--- src/rtl/funnel_ctrl_4_1.sv ---
// Funnel lane sequencer: holds a 512-bit word and walks the 4:1 funnel select over its lanes.
// Optional completed-word counter enabled by defining FUNNEL_CTRL_WORD_CNT_EN.
module funnel_ctrl_4_1 #(
   parameter int CNT_W = 16
) (
   input  logic             clk,
   input  logic             reset_n,
   input  logic [511:0]     t_dat,
   input  logic             t_valid,
   output logic             t_ready,
   input  logic [1:0]       t_cfg_lanes,
   output logic [511:0]     o_dat,
   output logic [7:0]       o_sel,
   output logic             o_valid,
   output logic             o_last,
   input  logic             o_ready,
   output logic [CNT_W-1:0] word_cnt
);

   typedef enum logic {
      IDLE,
      SEND
   } state_t;

   state_t       state_q, state_d;
   logic [1:0]   k_q, k_d;
   logic [1:0]   lm_q, lm_d;
   logic [511:0] dat_q, dat_d;
   logic         accept;
   logic         fire;

   assign o_valid = (state_q == SEND);
   assign o_last  = o_valid && (k_q == lm_q);
   assign t_ready = !o_valid || (o_last && o_ready);
   assign accept  = t_valid && t_ready;
   assign fire    = o_valid && o_ready;
   assign o_dat   = dat_q;
   // Funnel select bits are the lane index bit-reversed.
   assign o_sel   = {6'b0, k_q[0], k_q[1]};

   always_comb begin
      state_d = state_q;
      k_d     = k_q;
      lm_d    = lm_q;
      dat_d   = dat_q;
      if (accept) begin
         state_d = SEND;
         k_d     = 2'd0;
         lm_d    = t_cfg_lanes;
         dat_d   = t_dat;
      end else if (fire) begin
         if (o_last) begin
            state_d = IDLE;
            k_d     = 2'd0;
         end else begin
            k_d = k_q + 2'd1;
         end
      end
   end

   always_ff @(posedge clk or negedge reset_n) begin
      if (!reset_n) begin
         state_q <= IDLE;
         k_q     <= 2'd0;
         lm_q    <= 2'd3;
         dat_q   <= '0;
      end else begin
         state_q <= state_d;
         k_q     <= k_d;
         lm_q    <= lm_d;
         dat_q   <= dat_d;
      end
   end

`ifdef FUNNEL_CTRL_WORD_CNT_EN
   logic [CNT_W-1:0] cnt_q;

   always_ff @(posedge clk or negedge reset_n) begin
      if (!reset_n) begin
         cnt_q <= '0;
      end else if (fire && o_last) begin
         cnt_q <= cnt_q + CNT_W'(1);
      end
   end

   assign word_cnt = cnt_q;
`else
   assign word_cnt = '0;
`endif

endmodule

--- config.mk ---
export PLATFORM = sky130hd
export DESIGN_NAME = funnel_ctrl_4_1
export DESIGN_NICKNAME = d
export VERILOG_FILES = /design/src/rtl/funnel_ctrl_4_1.sv
export SDC_FILE = /design/constraint.sdc
export NUM_CORES = 1
export LEC_CHECK = 0
export BUFFER_PORTS_ARGS = -buffer_cell sky130_fd_sc_hd__buf_2
export CAP_MARGIN = 30
export CORE_AREA = 2 2 416 418
export CTS_CLUSTER_SIZE = 30
export DETAILED_ROUTE_END_ITERATION = 12
export DIE_AREA = 0 0 418 420
export GPL_TIMING_DRIVEN = 1
export HOLD_SLACK_MARGIN = 0.02
export PLACE_DENSITY = 0.39
export SLEW_MARGIN = 0
export SYNTH_ARGS = -nofsm -noshare
export SYNTH_HDL_FRONTEND = slang
export SYNTH_SLANG_ARGS = --single-unit
--- constraint.sdc ---
create_clock -name clk -period 2.7 [get_ports clk]
set_clock_uncertainty 0.05 [all_clocks]
set_input_delay 0.54 -clock clk [delete_from_list [all_inputs] [get_ports clk]]
set_output_delay 0.54 -clock clk [all_outputs]
set_load 0.01 [all_outputs]
Yosys cells after proc, flatten, opt, wreduce, memory -nomap -nowiden:

Index checks and enable logic that the tools add are counted.

* latch bits: 0
* word-level logic and storage cells: 21
* register bits after elaboration: 517
* memories kept: 0
* RAM bits: 0
* memory bits (read-only): 0

* shift-type cells: 0
* $mul: 0
* reductions and logical operators: 9
* divide/modulo/power cells: 0
* magnitude comparators: 0
* equal/unequal tests: 1
* bitwise gates (word level): 0
* add/subtract/negate cells: 1
* multiplexer cells: 6

Operator list (count)
* 2-bit 2-to-1 mux: 3
* 1-bit logical AND: 4
* 2-bit nonzero test: 2
* 1-bit 2-to-1 mux: 3
* 2-bit by 1-bit adder with 2-bit output (second input constant): 1
* 2-bit equality test: 1
* 2-bit AND reduction: 1
* 1-bit logical NOT: 1
* 1-bit logical OR: 1

Logic depth before layout (Yosys ltp):

* depth in word-level cells: 7
* gate-level depth with buffers: 6

Worst setup path after synthesis:

OpenSTA, ideal clock, no wires.

* path type: register to register
* start point: reg k_q[0]
* end point: reg dat_q[414] (netlist: o_dat[414])
* slack: 570 ps
* data required time: 2523 ps
* arrival: 1952 ps
* setup time: 127 ps
* path buffers: 2
* cell stages (with the launch flop): 7
* path through: dfrtp_1 > xor2_1 > or3_1 > o21ai_4 > buf_4 > buf_6 > mux2_1

* word-level cells in the longest chain between the ends: 5

RTL lines
* from (decl): RTL line 26 `logic [1:0] k_q, k_d;`
* from (signal assigned): RTL line 69 `k_q <= k_d;`
* 2-bit equality test: RTL line 33 `assign o_last = o_valid && (k_q == lm_q);`
* 1-bit logical AND: RTL line 33
* 1-bit logical AND: RTL line 34 `assign t_ready = !o_valid || (o_last && o_ready);`
* 1-bit logical OR: RTL line 34
* 1-bit logical AND: RTL line 35 `assign accept = t_valid && t_ready;`
* to (signal assigned): RTL line 71 `dat_q <= dat_d;`
* to (decl): RTL line 28 `logic [511:0] dat_q, dat_d;`

No other way between the ends.
A chain may end at the register's enable or synchronous reset.

Worst setup path after layout:

* start point: reg lm_q[1]
* end point: out t_ready

* word-level cells in the longest chain between the ends: 4

RTL lines
* from (decl): RTL line 27 `logic [1:0] lm_q, lm_d;`
* from (signal assigned): RTL line 70 `lm_q <= lm_d;`
* 2-bit equality test: RTL line 33
* 1-bit logical AND: RTL line 33
* 1-bit logical AND: RTL line 34
* 1-bit logical OR: RTL line 34
* to (decl): RTL line 10 `output logic t_ready,`

No other way between the ends.

==> metrics <==
status=finished, final reports clean; die height=roughly 420 um; I/O Pins=~1100; total power=between 30 and 40 mW; Final Setup Violations=0; HP Class=in -> reg; Reg clk slew, reported paths=50 ps; CTS root buf=clkbuf_16; DR DRC count=0; Antenna Nets Post-Route=0; RSZ-0062 raised after global routing=no; Initial DRC Count=about 580; Max Cap Violations=0; max_slew headroom=0.6549; final net count=3243; Worst setup EP type=primary output; fillcell total=18690; sequential-to-total area share from yosys stat=0.6578; Max VDD drop=0.4231 mV; Routed wire per std cell=18.76 um; Leakage=roughly 16 nW; I/O Buffers=~1000; CTS sink cnt=between 500 and 600; H-tree Lvls=3; Netlist Area Pre-Place=19670 um2; Clock Power Share=0.231; Final GP Congestion=0.8305; area occupied by multi-input gates=slightly above 6000 um2; drt first pass iters=4; first-pass GRT wire length=roughly 130 mm; Fin Hold WS=~110 ps; Clk Latency, worst-skew pair=around 630 ps; number of global-route vias before repair=about 17000; setup TNS=0 ps; Num CTS Buffers=66; routed wire length=~94 mm; CTS tree=yes; sw power=14.73 mW; DR WL met3=roughly 6.5 mm; DR vias=16000; Gate Count Post-Synth=roughly 1100; crit path max fanout=5; crit path kind=reg -> out; PwrDens=1131 nW/um2; worst slew pin tran=517.6 ps; grt ovf=0; minimum clock period=2530 ps; Fin. Hold Viols=0; Design Area, Final=around 35000 um2; Final Max Tran Viols=0; setup ws final=roughly 170 ps; vias per cell=~3.2; chip width=roughly 420 um; CP Data Arrival Time=1940 ps; initial antenna violation count=34; DP Cell Count=roughly 4400; fmax=0.3953 GHz; GRT Resource Usage Total=0.1027; Critical Path Source Type=flop; Worst Path Required=~2100 ps; Layout Cells excl Fill=5023; count of different cell masters after synthesis=26; CTS Buffer Depth=3; Placement Setup Slack=roughly 5.9 ps; register area=around 13000 um2; layout cell share with drive strength beyond 1=0.4458; Initial Util=0.1150; syn avg cell area=around 17 um2; YS warnings=0; uppermost routed layer=met5; pin count of the biggest net entering global routing=86; M1 WL=~38 mm; FP Rows=152; Seq cells post-synth=~520; DP Area=between 20000 and 30000 um2; internal power=roughly 24 mW; Core Util, Final=0.2028; routed wl met2=around 47 mm; full die area=about 180000 um2; core area=about 170000 um2; Flop pwr share=0.364; Final period util=0.9369; switching share of power=0.3756; Comb power frac=0.405; DP HPWL=75.72 mm; Syn-to-layout area delta=76.25%
[cell usage after synthesis]
cell type | number | area (um2)
o21ai_4 | 1 | 16.27
mux2_2 | 32 | 360.4
a211oi_1 | 1 | 7.510
nand2_1 | 3 | 11.26
nand2b_1 | 2 | 12.51
or2_2 | 2 | 12.51
xor2_1 | 2 | 17.52
dfrtp_1 | 515 | 12890
or3_1 | 1 | 6.260
mux2_1 | 480 | 5405
o31ai_1 | 1 | 7.510
a311o_1 | 1 | 10.01
o32ai_1 | 1 | 8.760
dfstp_2 | 2 | 52.55
buf_4 | 23 | 172.7
o21ai_0 | 4 | 20.02
a21oi_1 | 4 | 20.02
nand3_1 | 1 | 5.000
nor2_1 | 1 | 3.750
inv_1 | 3 | 11.26
conb_1 | 1 | 3.750
nor3_1 | 1 | 5.000
nor4_1 | 1 | 6.260
and3_1 | 1 | 6.260
buf_6 | 52 | 585.6
buf_2 | 3 | 15.01
[layout make-up]
class	count	share of cell area
clock inverter	18	0.005774
timing repair buffer	1575	0.3068
clock buffer	102	0.05796
tap	2233	0.08059
sequential	517	0.3733
antenna	13	0.0009383
inverter	3	0.0003248
multi-input combinational	562	0.1744
[sequential cells by signal (all words and copies together), names as in the netlist]
register  flops
o_dat       512
k_q           2
lm_q          2
o_valid       1
[final timing paths]
check / from / end / slack (ps) / cells after the start
worst min-delay path: t_dat[267] / o_dat[267] / 110 / 2
worst min register to register: o_dat[151] / o_dat[151] / 430 / 1
worst max-delay path: lm_q[1] / t_ready / 170 / 4
max in group asynchronous: reset_n / o_dat[155] / 1330 / 3
min in group asynchronous: reset_n / o_dat[430] / 400 / 2
worst max register to register: lm_q[0] / o_dat[12] / 220 / 6
[layout by cell type (no fill, tap or decap), drive strengths merged]
cell type / count
buf: 1094
dfrtp: 515
mux2: 512
dlygate4sd3: 481
clkbuf: 102
conb: 22
diode: 13
clkinv: 9
inv: 7
o21ai: 5
a21oi: 4
nand2: 3
clkinvlp: 3
nand2b: 2
bufinv: 2
dfstp: 2
xor2: 2
or2: 2
nor3: 1
or3: 1
nor2: 1
nand3: 1
o31ai: 1
o32ai: 1
a211oi: 1
nor4: 1
and3: 1
a311o: 1
[kinds of logic after synthesis]
logic type | after synthesis | synth area share
buffers and inverters | 81 | 0.03988
AND/OR/NAND/NOR | 13 | 0.003498
other | 1 | 0.0001906
XOR/XNOR | 2 | 0.0008907
flip-flops | 517 | 0.6578
AO/OA/AOI/OAI | 13 | 0.004581
multiplexers | 512 | 0.2931
[routing by layer]
layer,vias up,GRT usage
met3,132,0.02795
met2,502,0.1745
met4,26,0.02833
met5,-,0
li1,7186,-
met1,8153,0.1267
[critical path, cell delays in order (launching register included)]
cell and delay, ps:
dfstp_2 560, xor2_2 120, or2_4 270, o21ai_4 180, buf_8 170
[power groups by stage]
stage / registers [mW] / clock network, mW / logic (mW)
after floorplan: 15.6 / 0 / 6.02
after global placement: 14.4 / 0 / 15.6
after detailed placement: 14.4 / 0 / 15.7
after CTS: 14.3 / 9.46 / 16.4
after global routing: 14.8 / 9.78 / 17.0
final: 14.3 / 9.07 / 15.9
[repair_timing]
action	4_1_cts	5_1_grt
setup endpoints to repair	1	1
endpoints found under the hold margin	501	0
setup buffers	0	3
pin swaps	0	1
hold buffers	481	0
gates resized for setup	7	2
Power figures use the tool's default switching activity.
